[src/rtl/nes_joypad_pkg.sv]
// Shared constants for the NES joypad hub: button bit positions, four-score signature, read index sizing.
// Pure definitions, no latency.
// No flow control.
package nes_joypad_pkg;

   localparam int C_BTN_A      = 0;
   localparam int C_BTN_B      = 1;
   localparam int C_BTN_SELECT = 2;
   localparam int C_BTN_START  = 3;
   localparam int C_BTN_UP     = 4;
   localparam int C_BTN_DOWN   = 5;
   localparam int C_BTN_LEFT   = 6;
   localparam int C_BTN_RIGHT  = 7;

   localparam int                 C_IDX_W   = 5;
   localparam logic [C_IDX_W-1:0] C_IDX_SAT = 5'd24;

   // Signature bytes shifted out at idx 16..23; bit n of the byte is idx 16+n.
   localparam logic [7:0] C_SIG_PORT0 = 8'h08;
   localparam logic [7:0] C_SIG_PORT1 = 8'h04;

   typedef logic [7:0] pad_t;

   function automatic pad_t apply_turbo(input pad_t pad, input logic [1:0] turbo, input logic phase);
      pad_t eff;
      eff = pad;
      if (turbo[0]) eff[C_BTN_A] = pad[C_BTN_A] & phase;
      if (turbo[1]) eff[C_BTN_B] = pad[C_BTN_B] & phase;
      return eff;
   endfunction

endpackage

[src/rtl/nes_joypad_hub_if.sv]
// Joypad bus between the NES register side / controller sources (master) and the hub (slave).
// Plain wires, no latency.
// No flow control.
interface nes_joypad_hub_if #(
   parameter int C_players = 2
);
   logic                     joy_strobe;
   logic [1:0]               joy_clock;
   logic [1:0]               joy_data;
   logic [8*C_players-1:0]   btn_pad;
   logic [2*C_players-1:0]   btn_turbo;

   modport master (
      output joy_strobe, joy_clock, btn_pad, btn_turbo,
      input  joy_data
   );

   modport slave (
      input  joy_strobe, joy_clock, btn_pad, btn_turbo,
      output joy_data
   );
endinterface

[src/rtl/nes_joypad_hub_port.sv]
// One NES controller port: read-clock edge detect, read index, snapshot latch, serial bit select.
// joy_data registered one clock after idx/snapshot update.
// No flow control; reads past the end saturate at idx 24.
module nes_joypad_port
   import nes_joypad_pkg::*;
#(
   parameter bit         C_fourscore = 1'b0,
   parameter logic [7:0] C_sig       = 8'h00
) (
   input  logic clock,
   input  logic R_reset,
   input  logic i_strobe,
   input  logic i_joy_clock,
   input  pad_t i_eff_lo,
   input  pad_t i_eff_hi,
   output logic o_data
);

   logic               r_prev;
   logic [C_IDX_W-1:0] r_idx;
   pad_t               r_snap_lo;
   pad_t               r_snap_hi;
   logic               r_data;
   logic               w_fall;
   logic               w_sel;

   assign w_fall = r_prev & ~i_joy_clock;

   // Strobe has priority over a coincident falling edge so the sequence always restarts at a.
   always_ff @(posedge clock) begin
      if (R_reset) begin
         r_prev    <= 1'b0;
         r_idx     <= '0;
         r_snap_lo <= '0;
         r_snap_hi <= '0;
         r_data    <= 1'b0;
      end else begin
         r_prev <= i_joy_clock;
         if (i_strobe) begin
            r_snap_lo <= i_eff_lo;
            r_snap_hi <= i_eff_hi;
            r_idx     <= '0;
         end else if (w_fall && (r_idx != C_IDX_SAT)) begin
            r_idx <= r_idx + 5'd1;
         end
         r_data <= w_sel;
      end
   end

   always_comb begin
      w_sel = 1'b1;
      if (r_idx < 5'd8) begin
         w_sel = r_snap_lo[r_idx[2:0]];
      end else if (C_fourscore) begin
         if (r_idx < 5'd16)
            w_sel = r_snap_hi[r_idx[2:0]];
         else if (r_idx < 5'd24)
            w_sel = C_sig[r_idx[2:0]];
      end
   end

   assign o_data = r_data;

endmodule

[src/rtl/nes_joypad_hub.sv]
// NES joypad hub: autofire, per-player button merge, two serial controller ports (four-score via NES_FOURSCORE_EN).
// joy_data registered one clock after each port's idx/snapshot update.
// No flow control; NES reads are paced by joy_strobe/joy_clock only.
module nes_joypad_hub
   import nes_joypad_pkg::*;
#(
   parameter int C_players      = 2,
   parameter int C_autofire_div = 1073741
) (
   input  logic             clock,
   input  logic             R_reset,
   nes_joypad_hub_if.slave  joy_if
);

   localparam int C_AF_W = (C_autofire_div > 1) ? $clog2(C_autofire_div) : 1;
   localparam logic [C_AF_W-1:0] C_AF_LAST = C_AF_W'(C_autofire_div - 1);

`ifdef NES_FOURSCORE_EN
   localparam bit C_FOURSCORE = (C_players > 2);
`else
   localparam bit C_FOURSCORE = 1'b0;
`endif

   logic [C_AF_W-1:0] r_af_cnt;
   logic              r_af_phase;
   pad_t              w_eff [4];
   logic [1:0]        w_data;

   always_ff @(posedge clock) begin
      if (R_reset) begin
         r_af_cnt   <= '0;
         r_af_phase <= 1'b0;
      end else if (r_af_cnt == C_AF_LAST) begin
         r_af_cnt   <= '0;
         r_af_phase <= ~r_af_phase;
      end else begin
         r_af_cnt <= r_af_cnt + C_AF_W'(1);
      end
   end

   // Absent players read as all-released so unused ports and four-score slots shift zeros.
   for (genvar p = 0; p < 4; p++) begin : g_eff
      if (p < C_players) begin : g_live
         assign w_eff[p] = apply_turbo(joy_if.btn_pad[8*p +: 8], joy_if.btn_turbo[2*p +: 2], r_af_phase);
      end else begin : g_absent
         assign w_eff[p] = '0;
      end
   end

   for (genvar k = 0; k < 2; k++) begin : g_port
      nes_joypad_port #(
         .C_fourscore (C_FOURSCORE),
         .C_sig       ((k == 0) ? C_SIG_PORT0 : C_SIG_PORT1)
      ) u_port (
         .clock       (clock),
         .R_reset     (R_reset),
         .i_strobe    (joy_if.joy_strobe),
         .i_joy_clock (joy_if.joy_clock[k]),
         .i_eff_lo    (w_eff[k]),
         .i_eff_hi    (w_eff[k+2]),
         .o_data      (w_data[k])
      );
   end

   assign joy_if.joy_data = w_data;

endmodule

[src/flat_wrapper.sv]
// flat-port wrapper written by rule: the top's interface ports become plain ports
module nes_joypad_hub_flat import nes_joypad_pkg::*;
#(
   parameter int C_players      = 2,
   parameter int C_autofire_div = 1073741
)
  (clock, R_reset, joy_if_joy_strobe, joy_if_joy_clock, joy_if_btn_pad, joy_if_btn_turbo, joy_if_joy_data);
  nes_joypad_hub_if #(.C_players(C_players)) joy_if_i ();
  input  logic clock;
  input  logic R_reset;
  input wire logic [$bits(joy_if_i.joy_strobe)-1:0] joy_if_joy_strobe;
  input wire logic [$bits(joy_if_i.joy_clock)-1:0] joy_if_joy_clock;
  input wire logic [$bits(joy_if_i.btn_pad)-1:0] joy_if_btn_pad;
  input wire logic [$bits(joy_if_i.btn_turbo)-1:0] joy_if_btn_turbo;
  output wire logic [$bits(joy_if_i.joy_data)-1:0] joy_if_joy_data;
  assign joy_if_i.joy_strobe = joy_if_joy_strobe;
  assign joy_if_i.joy_clock = joy_if_joy_clock;
  assign joy_if_i.btn_pad = joy_if_btn_pad;
  assign joy_if_i.btn_turbo = joy_if_btn_turbo;
  assign joy_if_joy_data = joy_if_i.joy_data;
  nes_joypad_hub #(.C_players(C_players), .C_autofire_div(C_autofire_div)) u_core (.clock(clock), .R_reset(R_reset), .joy_if(joy_if_i));
endmodule
[config.mk]
export PLATFORM = sky130hd
export DESIGN_NAME = nes_joypad_hub_flat
export DESIGN_NICKNAME = d
export VERILOG_FILES = /design/src/rtl/nes_joypad_pkg.sv /design/src/rtl/nes_joypad_hub_if.sv /design/src/rtl/nes_joypad_hub_port.sv /design/src/rtl/nes_joypad_hub.sv /design/src/flat_wrapper.sv
export SDC_FILE = /design/constraint.sdc
export NUM_CORES = 1
export LEC_CHECK = 0
export CORE_ASPECT_RATIO = 0.8
export CORE_UTILIZATION = 34
export DETAILED_ROUTE_END_ITERATION = 7
export DONT_BUFFER_PORTS = 1
export HOLD_SLACK_MARGIN = 0.1
export SLEW_MARGIN = 20
export SYNTH_ARGS = -nofsm -noshare
export SYNTH_HDL_FRONTEND = slang
export SYNTH_SLANG_ARGS = --single-unit
[constraint.sdc]
create_clock -name clock -period 1.96 [get_ports clock]
set_input_delay 0 -clock clock [delete_from_list [all_inputs] [get_ports clock]]
set_output_delay 0 -clock clock [all_outputs]
set_load 0.1 [all_outputs]
# Word level (Yosys, flattened, before mapping)
# Cells that the tools add are included.
# W data, S select, Z words.
# op_classes
n_addsub	3
magnitude_cmp	4
n_eq_ne	3
n_mux	10
n_bitwise	9
n_reduce_logical	4
# ops
op	n
$add A21 B1 Y21 const B	1
$eq A21 B21 Y1 const B	1
$add A5 B1 Y5 const B	2
$lt A5 B4 Y1 const B	2
$ne A5 B5 Y1 const B	2
$lt A3 B4 Y1 const B	2
$mux W1	8
$and A1 B1 Y1	6
$bmux W1 S3	2
$reduce_or A2 Y1	2
$not A1 Y1	3
$logic_and A1 B1 Y1	2
# totals
reg_bits	52
in_bits	25
out_inout_bits	2
elab_cells	43

# Logic depth before layout (Yosys ltp)
# Gate-level depths: netlist of run 1.
# logic_depth
word_depth	3
mapped_depth	6
ltp_nobuf	6

# Modules after synthesis
# From an unflattened synthesis of run 1, not the netlist that was laid out.
# unflattened
cells_unflattened	262
area_unflattened_um2	2441.1
# modules_own_cells
module	instances	cells_per_inst	area_each_um2	seq_area_each_um2
nes_joypad_port	2	70	688.2	300.3
nes_joypad_hub	1	122	1064.8	440.4

# Worst setup path before layout of run 1
# No wires, ideal clock.
# synth_timing
path_kind	register to register
startpoint	register u_core.r_af_cnt[0]
endpoint	register u_core.r_af_cnt[18]
setup_time_ns	0.071
arrival_ns	1.651
required_time_ns	1.889
slack_ns	0.238
stages_incl_launch_ff	6
n_path_buf	0
period_less_slack_ns	1.722
path_cell_list	dfxtp_1 -> ha_1 -> nand3_1 -> or4_4 -> or3_1 -> a21oi_1
# synth_via
elab_chain_cells	2
elab_cells_between_ends	3
cone_classes	add/sub: 1; eq/ne: 1; reduce/logical: 1
# synth_rtl
item	line_no	text
start: declaration	nes_joypad_hub.sv:24	logic [C_AF_W-1:0] r_af_cnt;
start signal: assignment	nes_joypad_hub.sv:37	r_af_cnt <= r_af_cnt + C_AF_W'(1);
parallel branches: the longest is 2 deep, another holds $add A21 B1 Y21	--	
# Several ways; the timed one is not identified.
# A chain may end at the register's enable or synchronous reset.

# Worst setup path in the final report of run 1
# layout_timing
startpoint	register u_core.r_af_cnt[4]
endpoint	register u_core.r_af_cnt[17]
# The elaborated chain is that of the path after synthesis.

==> flow_summary.toml, run 1 <==
[layout]
insertedDiodeCount = 0
multi_input_area_um2 = 1220
drive_above_1_share_pct = 11.0
fin_nets = 311
fill_cells = 627
finalInstanceArea_um2 = 2780
area_growth_pct = 18.4
regArea_um2 = 1040

[routing]
via_per_inst = 5.01
dr.pass1.iters = 4
drcViolationCount = 0
drtAntennaViolNets = 0
first_iter_violations = 83
vias = 1828
post_drt_wl_per_cell_um = 13.3
wl_mm = 4.85

[synth]
ys_types = 34
synth_nets = 285
ys_seq_area_share_pct = 44.3
synthesis.area_um2 = 2350
avgSynthCellArea_um2 = 9.26
synth_seq_cells = 52
netlist_instances = 254
ys_warn_count = 0

[clock_tree]
clk_pin_slew_ps = 100
cts_made_buffers = 5
clock_latency_ps = 300
cts_root_buf = "clkbuf_8"
cts_tree = "yes"
cts_max_level = 2
clockBufferDepth = 2
clock_sinks = 52
post-cts-setup-buffers = 0

[floorplanning]
core_um2 = 6540
start_util_pct = 36.0
num_rows = 26
fp.dieW_um = 95.0
die_area_um2 = 7260
io_pins = 27
die-height_um = 76.4

[setup_path]
cp_slowest_cell = "or4_4"
max_stage_delay_ps = 600
cp_max_fo = 10
crit_chain = "nand3_2, or4_4, or3_1, a21oi_2"
cp.arrival_ps = 2030
worstSetupStartpoint = "u_core.r_af_cnt[4]$_SDFF_PP0_"
worstPathRequired_ps = 2200
setup.worst_path.start_class = "flip-flop"
reg2reg_to = "u_core.r_af_cnt[17]$_SDFF_PP0_"
end_kind = "flip-flop"
criticalPathCategory = "reg -> reg"
rr_worst_depth = 4
r2r_slack_ps = 170
rr_startpoint = "u_core.r_af_cnt[4]$_SDFF_PP0_"

[place]
dpl_cell_area_um2 = 2470
gp_congestion = 0.817
post-dp-hpwl_mm = 3.34
place_ws_ps = 139
place.port_buffers = 0

[min_path]
min_path_cells = 2
min_path_type = "in -> reg"
holdPathEnd = "u_core.g_port[1].u_port.r_prev$_SDFF_PP0_"
hp-start = "joy_if_joy_clock[1]"

[timing]
slew_headroom_pct = 35.5
tns_ps = 0
post-route-worst-setup-slack_ps = 167
fmax_ghz = 0.558
tightest_slew_ps = 964
rsz0062_at_grt = "false"
final_hold_viol_count = 0
finalMaxSlewViolations = 0
fin_crit_ps = 1790
finalSetupViolCount = 0
min_period_over_period_pct = 91.5
fin_skew_ps = 10.2

[power_and_ir_drop]
power.density_nw_per_um2 = 669
ir_drop_v = 0.000398
report.power.total_w = 0.00186
p_leak_nw = 1.00

[global_routing]
grt_use_total_pct = 14.2
grt_pass1_wl_mm = 8.05
grt_max_degree = 26
overflow = 0
grt_pass1_vias = 1627
antenna_found_initial = 0

[outcome]
status = "complete, no violations"

[flow_run]
cap_violations = 0
worst max path at each step:
stage	to	slack (ps)	cells past startpoint
after global placement	u_core.r_af_cnt[18]$_SDFF_PP0_	220	5
final	u_core.r_af_cnt[17]$_SDFF_PP0_	170	4
after CTS	u_core.g_port[0].u_port.r_snap_lo[0]$_SDFFE_PP0P_	90	4
after floorplan	u_core.r_af_cnt[18]$_SDFF_PP0_	240	5
after global routing	u_core.r_af_cnt[20]$_SDFF_PP0_	60	4
after detailed placement	u_core.r_af_cnt[18]$_SDFF_PP0_	140	5
cell usage in the layout, fill, tap and decap left out, types with 6 or more instances in the layout:
master,netlist,routed
dfxtp_1,52,50
nor2_1,42,42
dlygate4sd3_1,0,21
inv_1,15,15
nand3_1,14,14
mux2i_1,13,13
xnor2_1,12,12
a21oi_1,11,11
nand2_1,10,10
xor2_1,9,9
nand4_1,7,7
nor3_1,6,6
ha_1,6,6
buf_4,2,6
cells by family (layout without fill, tap and decap cells):
family          after synthesis  in the layout  synth area share [%]
simple gates                109            109                  24.8
flops                        52             52                  44.3
compound gates               24             24                  5.90
buf+inv                      24             51                  4.15
xor+xnor                     21             21                  7.82
mux                          18             18                  9.84
fa+ha+maj                     6              6                  3.19
registers in the layout, summed over array words and instances (netlist names):
register                        cells
u_core.g_port.u_port.o_data         2
u_core.g_port.u_port.r_idx         10
u_core.g_port.u_port.r_prev         2
u_core.g_port.u_port.r_snap_lo     16
u_core.r_af_cnt                    21
u_core.r_af_phase                   1
metal layers:
layer / vias to the layer above / share of wire, % / routed length (um) / global-route usage (%)
met5: - / 0 / 0 / 0
met4: 0 / 1.5 / 71 / 4.09
met3: 6 / 2.8 / 134 / 2.69
met2: 30 / 44 / 2150 / 21.1
met1: 867 / 51 / 2490 / 20.8
li1: 925 / - / - / -
repair_timing:
item                       4_1_cts  5_1_grt
setup endpoints to repair        0        4
gates resized for setup          0        3
hold endpoints to repair        52        0
hold buffers                    22        0
power breakdown:
part / internal (W) / switching (W) / total (W)
clock: 0.000254 / 0.000363 / 0.000616
sequential: 0.00108 / 0.0000224 / 0.00111
combinational: 0.0000708 / 0.0000682 / 0.000139
final cells by class:
class	instances	area share, %
clock inverters	3	0.854
well taps	84	3.78
inverters	15	2.02
repair buffers	28	9.62
multi-input cells	178	43.8
clock buffers	5	2.47
flip-flops and latches	52	37.5
cell usage after synthesis:
cell      number  area share, %
dfxtp_1       52             44
nor2_1        42            6.7
inv_1         15            2.4
nand3_1       14            3.0
mux2i_1       13            5.5
xnor2_1       12            4.5
a21oi_1       11            2.3
nand2_1       10            1.6
xor2_1         9            3.4
clkbuf_1       7            1.1
nand4_1        7            1.9
ha_1           6            3.2
nor3_1         6            1.3
nor2b_1        5            1.3
o21ai_0        5            1.1
or3_1          5            1.3
mux4_2         4            3.8
nand2b_1       4            1.1
o211ai_1       4            1.3
nand4b_1       3            1.1
nor4_1         3           0.80
or4_4          3            1.4
a31oi_1        2           0.53
buf_4          2           0.64
a21oi_2        1           0.37
and3_2         1           0.32
and4_1         1           0.37
and4bb_1       1           0.53
mux2_2         1           0.48
nand3_2        1           0.43
nand4_2        1           0.53
nand4_4        1           0.90
o31ai_1        1           0.32
or2_2          1           0.27
worst max-delay path: cells and delay by family (launching register included):
kind / cells / cell delay (ps)
and+or+nand+nor: 3 / 1180
DFF: 1 / 420
AOI/OAI and AO/OA: 1 / 130
stage by stage:
step	hold slack (ps)	cells	util, %
finish	386	365	42.6
detailed placement	77.2	335	37.7
CTS	375	365	42.5
global placement	75.1	335	37.7
global route	386	365	42.6
floorplan	71.6	254	-
(Power assumes the default switching activity.)
==> run 2: changes to the inputs <==
PLACE_DENSITY_LB_ADDON = 0.3   (was default)
==> flow_summary.toml, run 2 (synthesis gave the netlist of run 1 again) <==
[setup_path]
rr_worst_depth = 5
worstSetupStartpoint = "u_core.r_af_cnt[0]$_SDFF_PP0_"
cp_max_fo = 6
path_depth = 5
rr_startpoint = "u_core.r_af_cnt[0]$_SDFF_PP0_"
path_delay_family = "simple AND/OR/NAND/NOR gates"
reg2reg_to = "u_core.r_af_cnt[18]$_SDFF_PP0_"
max_stage_delay_ps = 480
cp.arrival_ps = 2040
path_buf_inv = 0
criticalPathCategory = "reg -> reg"
cp_slowest_cell = "or4_4"
r2r_slack_ps = 150
end_kind = "flip-flop"
crit_end = "u_core.r_af_cnt[18]$_SDFF_PP0_"
setup.worst_path.start_class = "flip-flop"
worstPathRequired_ps = 2190
crit_chain = "ha_1, nand3_1, or4_4, or3_1, a21oi_1"

[power_and_ir_drop]
pwr-share-seq_pct = 59.0
p_sw_w = 0.000431
switching_share_pct = 23.0
p_leak_nw = 0.991
p_clk_share_pct = 33.7
power_frac_comb_pct = 7.3
power.density_nw_per_um2 = 676
ir_drop_v = 0.000317
power.internal_w = 0.00144

[layout]
reg_top3 = "u_core.r_af_cnt (21), u_core.g_port.u_port.r_snap_lo (16), u_core.g_port.u_port.r_idx (10)"
multi_input_area_um2 = 1220
largest_reg_flops = 21
regArea_um2 = 1040
final_util_pct = 42.3
drive_above_1_share_pct = 9.32
fin_nets = 309
top_register = "u_core.r_af_cnt"
fill_cells = 630
area_growth_pct = 17.7
layout_common_cells = "dfxtp_1 (52), nor2_1 (42), dlygate4sd3_1 (21), inv_1 (15), nand3_1 (14)"
insertedDiodeCount = 0
final_common_cell = "dfxtp_1"

[timing]
tns_ps = 0
slew_headroom_pct = 37.7
finalMaxSlewViolations = 0
final_hold_viol_count = 0
fmax_ghz = 0.552
fin_crit_ps = 1810
finalSetupViolCount = 0
fin_skew_ps = 14.4
rsz0062_at_grt = "false"
tightest_slew_ps = 931
min_period_over_period_pct = 92.5

[global_routing]
grt_max_degree = 26
grt_pass1_wl_mm = 8.10
grt_use_total_pct = 14.4
grt_pass1_vias = 1680
antenna_found_initial = 0
overflow = 0

[routing]
drcViolationCount = 0
drtAntennaViolNets = 0
via_per_inst = 4.91
post_drt_wl_per_cell_um = 12.8
wl_mm = 4.66
vias = 1784
dr.pass1.iters = 4
first_iter_violations = 145

[flow_run]
cap_violations = 0

[clock_tree]
post-cts-setup-buffers = 0
clock_sinks = 52
cts_root_buf = "clkbuf_8"
cts_made_buffers = 5
clockBufferDepth = 2
clk_pin_slew_ps = 100
cts_max_level = 2
clock_latency_ps = 300
cts_tree = "yes"

[floorplanning]
io_pins = 27
start_util_pct = 36.0
num_rows = 26
core_um2 = 6540
die-height_um = 76.4
fp.dieW_um = 95.0
die_area_um2 = 7260

[place]
gp_congestion = 0.800
place.port_buffers = 0
post-dp-hpwl_mm = 3.18

[outcome]
status = "complete, no violations"

[min_path]
min_path_type = "in -> reg"
-- run 2: changes by cell type in the layout (fill, tap and decap cells not counted), sizes merged --
cell / before / now
clkinvlp: 2 / 1
buf: 6 / 4
clkbuf: 5 / 7
clkinv: 1 / 0
-- run 2: what timing repair did --
item | CTS | global route
gates resized for setup | 0 | 1
hold endpoints to repair | 40 | 0
setup endpoints to repair | 0 | 2
hold buffers | 22 | 0
-- run 2: how the worst min path moves through the flow --
stage / from / endpoint / slack [ps] / cells past startpoint
2_1_floorplan: R_reset / u_core.g_port[0].u_port.r_prev$_SDFF_PP0_ / 70 / 1
3_3_place_gp: R_reset / u_core.g_port[1].u_port.r_snap_lo[0]$_SDFFE_PP0P_ / 70 / 1
3_5_place_dp: R_reset / u_core.g_port[0].u_port.r_snap_lo[1]$_SDFFE_PP0P_ / 80 / 1
4_1_cts: joy_if_joy_clock[1] / u_core.g_port[1].u_port.r_prev$_SDFF_PP0_ / 380 / 2
5_1_grt: joy_if_btn_pad[4] / u_core.g_port[0].u_port.r_snap_lo[4]$_SDFFE_PP0P_ / 390 / 3
6_report: joy_if_btn_pad[4] / u_core.g_port[0].u_port.r_snap_lo[4]$_SDFFE_PP0P_ / 400 / 3
-- run 2: worst reg2reg max path, stage by stage, from the launching register on --
cell     delay (ps)
dfxtp_1         470
ha_1            210
nand3_1         130
or4_4           480
or3_1           320
a21oi_1         130
-- run 2: power by group through the flow --
stage          logic [W]  clock network, W  registers (W)
3_5_place_dp   0.0000861                 0        0.00113
2_1_floorplan  0.0000841                 0        0.00112
6_report        0.000136          0.000631        0.00110
4_1_cts         0.000136          0.000662        0.00110
3_3_place_gp   0.0000855                 0        0.00113
5_1_grt         0.000152          0.000709        0.00111
-- run 2: per-stage QoR --
stage	instances	setup WS (ps)	hold slack (ps)	area (um2)	total power, W
3_3_place_gp	333	226	74.4	2450	0.00121
3_5_place_dp	333	178	76.3	2450	0.00121
2_1_floorplan	254	238	71.6	2350	0.00121
5_1_grt	363	37.1	394	2770	0.00197
4_1_cts	363	108	380	2770	0.00190
6_report	363	148	396	2770	0.00187
-- run 2: layout make-up --
class                      count  area share, %
tap                           84           3.80
clock buffer                   7           3.12
timing repair buffer          26           9.13
inverter                      15           2.03
multi-input combinational    178           44.0
sequential                    52           37.6
clock inverter                 1          0.271
-- run 2: routing by layer --
metal,share of wire [%],wire length [um],track usage (%)
met5,0,0,0
met1,52,2430,21.8
met4,1.5,71,5.00
met2,42,1970,19.6
met3,4.0,188,3.39
==> run 3: changes to the inputs <==
PLACE_DENSITY_LB_ADDON = 0.25   (was 0.3)
clock period = 2.3 ns   (was 1.96 ns; I/O delays follow)
==> flow_summary.toml, run 3 (synthesis gave the netlist of run 1 again) <==
[clock_tree]
cts_hold_buf = 22
cts_tree = "yes"
cts_made_buffers = 5
clock_sinks = 52
post-cts-setup-buffers = 0
clk_pin_slew_ps = 90
clockBufferDepth = 2
cts_resized = 0
cts_root_buf = "clkbuf_8"
cts_max_level = 2
clock_latency_ps = 300

[place]
gp_congestion = 0.789
dp_cells = 331
dpl_cell_area_um2 = 2440
place.port_buffers = 0
place_ws_ps = 436
post-dp-hpwl_mm = 3.22

[global_routing]
grt_pass1_vias = 1634
overflow = 0
grt_use_total_pct = 13.7
antenna_found_initial = 1
grt_max_degree = 26
grt_pass1_wl_mm = 7.75
met3_usage_pct = 3.69
top_usage_layer = "met1"
gr-usage-met1_pct = 20.7
use_met2_pct = 18.3

[layout]
layout_common_cells = "dfxtp_1 (52), nor2_1 (42), dlygate4sd3_1 (22), inv_1 (15), nand3_1 (14)"
final_util_pct = 42.6
fin_nets = 307
reg_top3 = "u_core.r_af_cnt (21), u_core.g_port.u_port.r_snap_lo (16), u_core.g_port.u_port.r_idx (10)"
regArea_um2 = 1040
drive_above_1_share_pct = 8.70
stdcell_count = 361
area_growth_pct = 18.5
top_register = "u_core.r_af_cnt"
multi_input_area_um2 = 1220
finalInstanceArea_um2 = 2790
fill_cells = 645
final_common_cell = "dfxtp_1"
largest_reg_flops = 21

[timing]
slew_headroom_pct = 35.4
fmax_ghz = 0.529
tns_ps = 0
fin_skew_ps = 7.38
rsz0062_at_grt = "false"
final_hold_viol_count = 0
fin_crit_ps = 1890
tightest_slew_ps = 965
finalSetupViolCount = 0
post-route-worst-setup-slack_ps = 411
min_period_over_period_pct = 82.1
finalMaxSlewViolations = 0

[min_path]
hp-start = "joy_if_btn_pad[15]"
min_path_type = "in -> reg"
min_path_cells = 3

[outcome]
status = "complete, no violations"

[floorplanning]
die_area_um2 = 7260
start_util_pct = 36.0
die-height_um = 76.4
num_rows = 26
fp.dieW_um = 95.0
io_pins = 27
core_um2 = 6540

[power_and_ir_drop]
ir_drop_v = 0.000269
p_leak_nw = 0.990
power.density_nw_per_um2 = 636

[routing]
first_iter_violations = 58
drtAntennaViolNets = 0
dr.pass1.iters = 4
wl_mm = 4.50
post_drt_wl_per_cell_um = 12.5
drcViolationCount = 0
vias = 1719
via_per_inst = 4.76

[flow_run]
cap_violations = 0

[setup_path]
worstSetupStartpoint = "u_core.r_af_cnt[0]$_SDFF_PP0_"
rr_startpoint = "u_core.r_af_cnt[0]$_SDFF_PP0_"
end_kind = "flip-flop"
cp.arrival_ps = 2120
criticalPathCategory = "reg -> reg"
worstPathRequired_ps = 2530
setup.worst_path.start_class = "flip-flop"
crit_chain = "ha_1, nand3_1, or4_4, or3_1, a21oi_1"
cp_slowest_cell = "or4_4"
max_stage_delay_ps = 480
cp_max_fo = 6
rr_worst_depth = 5
run 3: layout make-up:
| cell class | count | area share, % |
|---|---|---|
| diodes | 1 | 0.0898 |
| clock buffers | 5 | 2.47 |
| clock inverters | 2 | 2.15 |
| inverters | 15 | 2.02 |
| multi-input cells | 178 | 43.7 |
| flip-flops and latches | 52 | 37.3 |
| well taps | 84 | 3.77 |
| repair buffers | 24 | 8.44 |
run 3: layer usage:
metal / wire length [um] / vias to the layer above / part of all wire (%)
met4: 62 / 0 / 1.4
li1: - / 913 / -
met5: 0 / - / 0
met1: 2580 / 781 / 57
met2: 1680 / 20 / 37
met3: 174 / 5 / 3.9
run 3: where the power goes:
group,internal (W),leakage (nW),switching (W)
registers,0.000923,0.423,0.0000238
clock network,0.000428,0.0642,0.000290
logic,0.0000581,0.503,0.0000491
total,0.00141,0.990,0.000363
run 3: critical path, delay by kind of cell (launching register included):
family,cells,cell delay (ps)
DFF,1,460
AOI/OAI and AO/OA,1,130
and+or+nand+nor,3,960
adders and majority gates,1,270
run 3: metrics by stage:
step,hold WS [ps],total power (W)
finish,388,0.00177
global route,392,0.00185
CTS,379,0.00180
detailed placement,76.1,0.00103
global placement,74.7,0.00103
floorplan,71.6,0.00103
run 3: path summary, 6_finish.rpt:
path	endpoint	slack, ps
hold reg to reg	u_core.g_port[0].u_port.r_snap_lo[1]$_SDFFE_PP0P_	470
setup reg to reg	u_core.r_af_cnt[20]$_SDFF_PP0_	410
hold / removal	u_core.g_port[1].u_port.r_snap_lo[7]$_SDFFE_PP0P_	390
setup / recovery	u_core.r_af_cnt[20]$_SDFF_PP0_	410
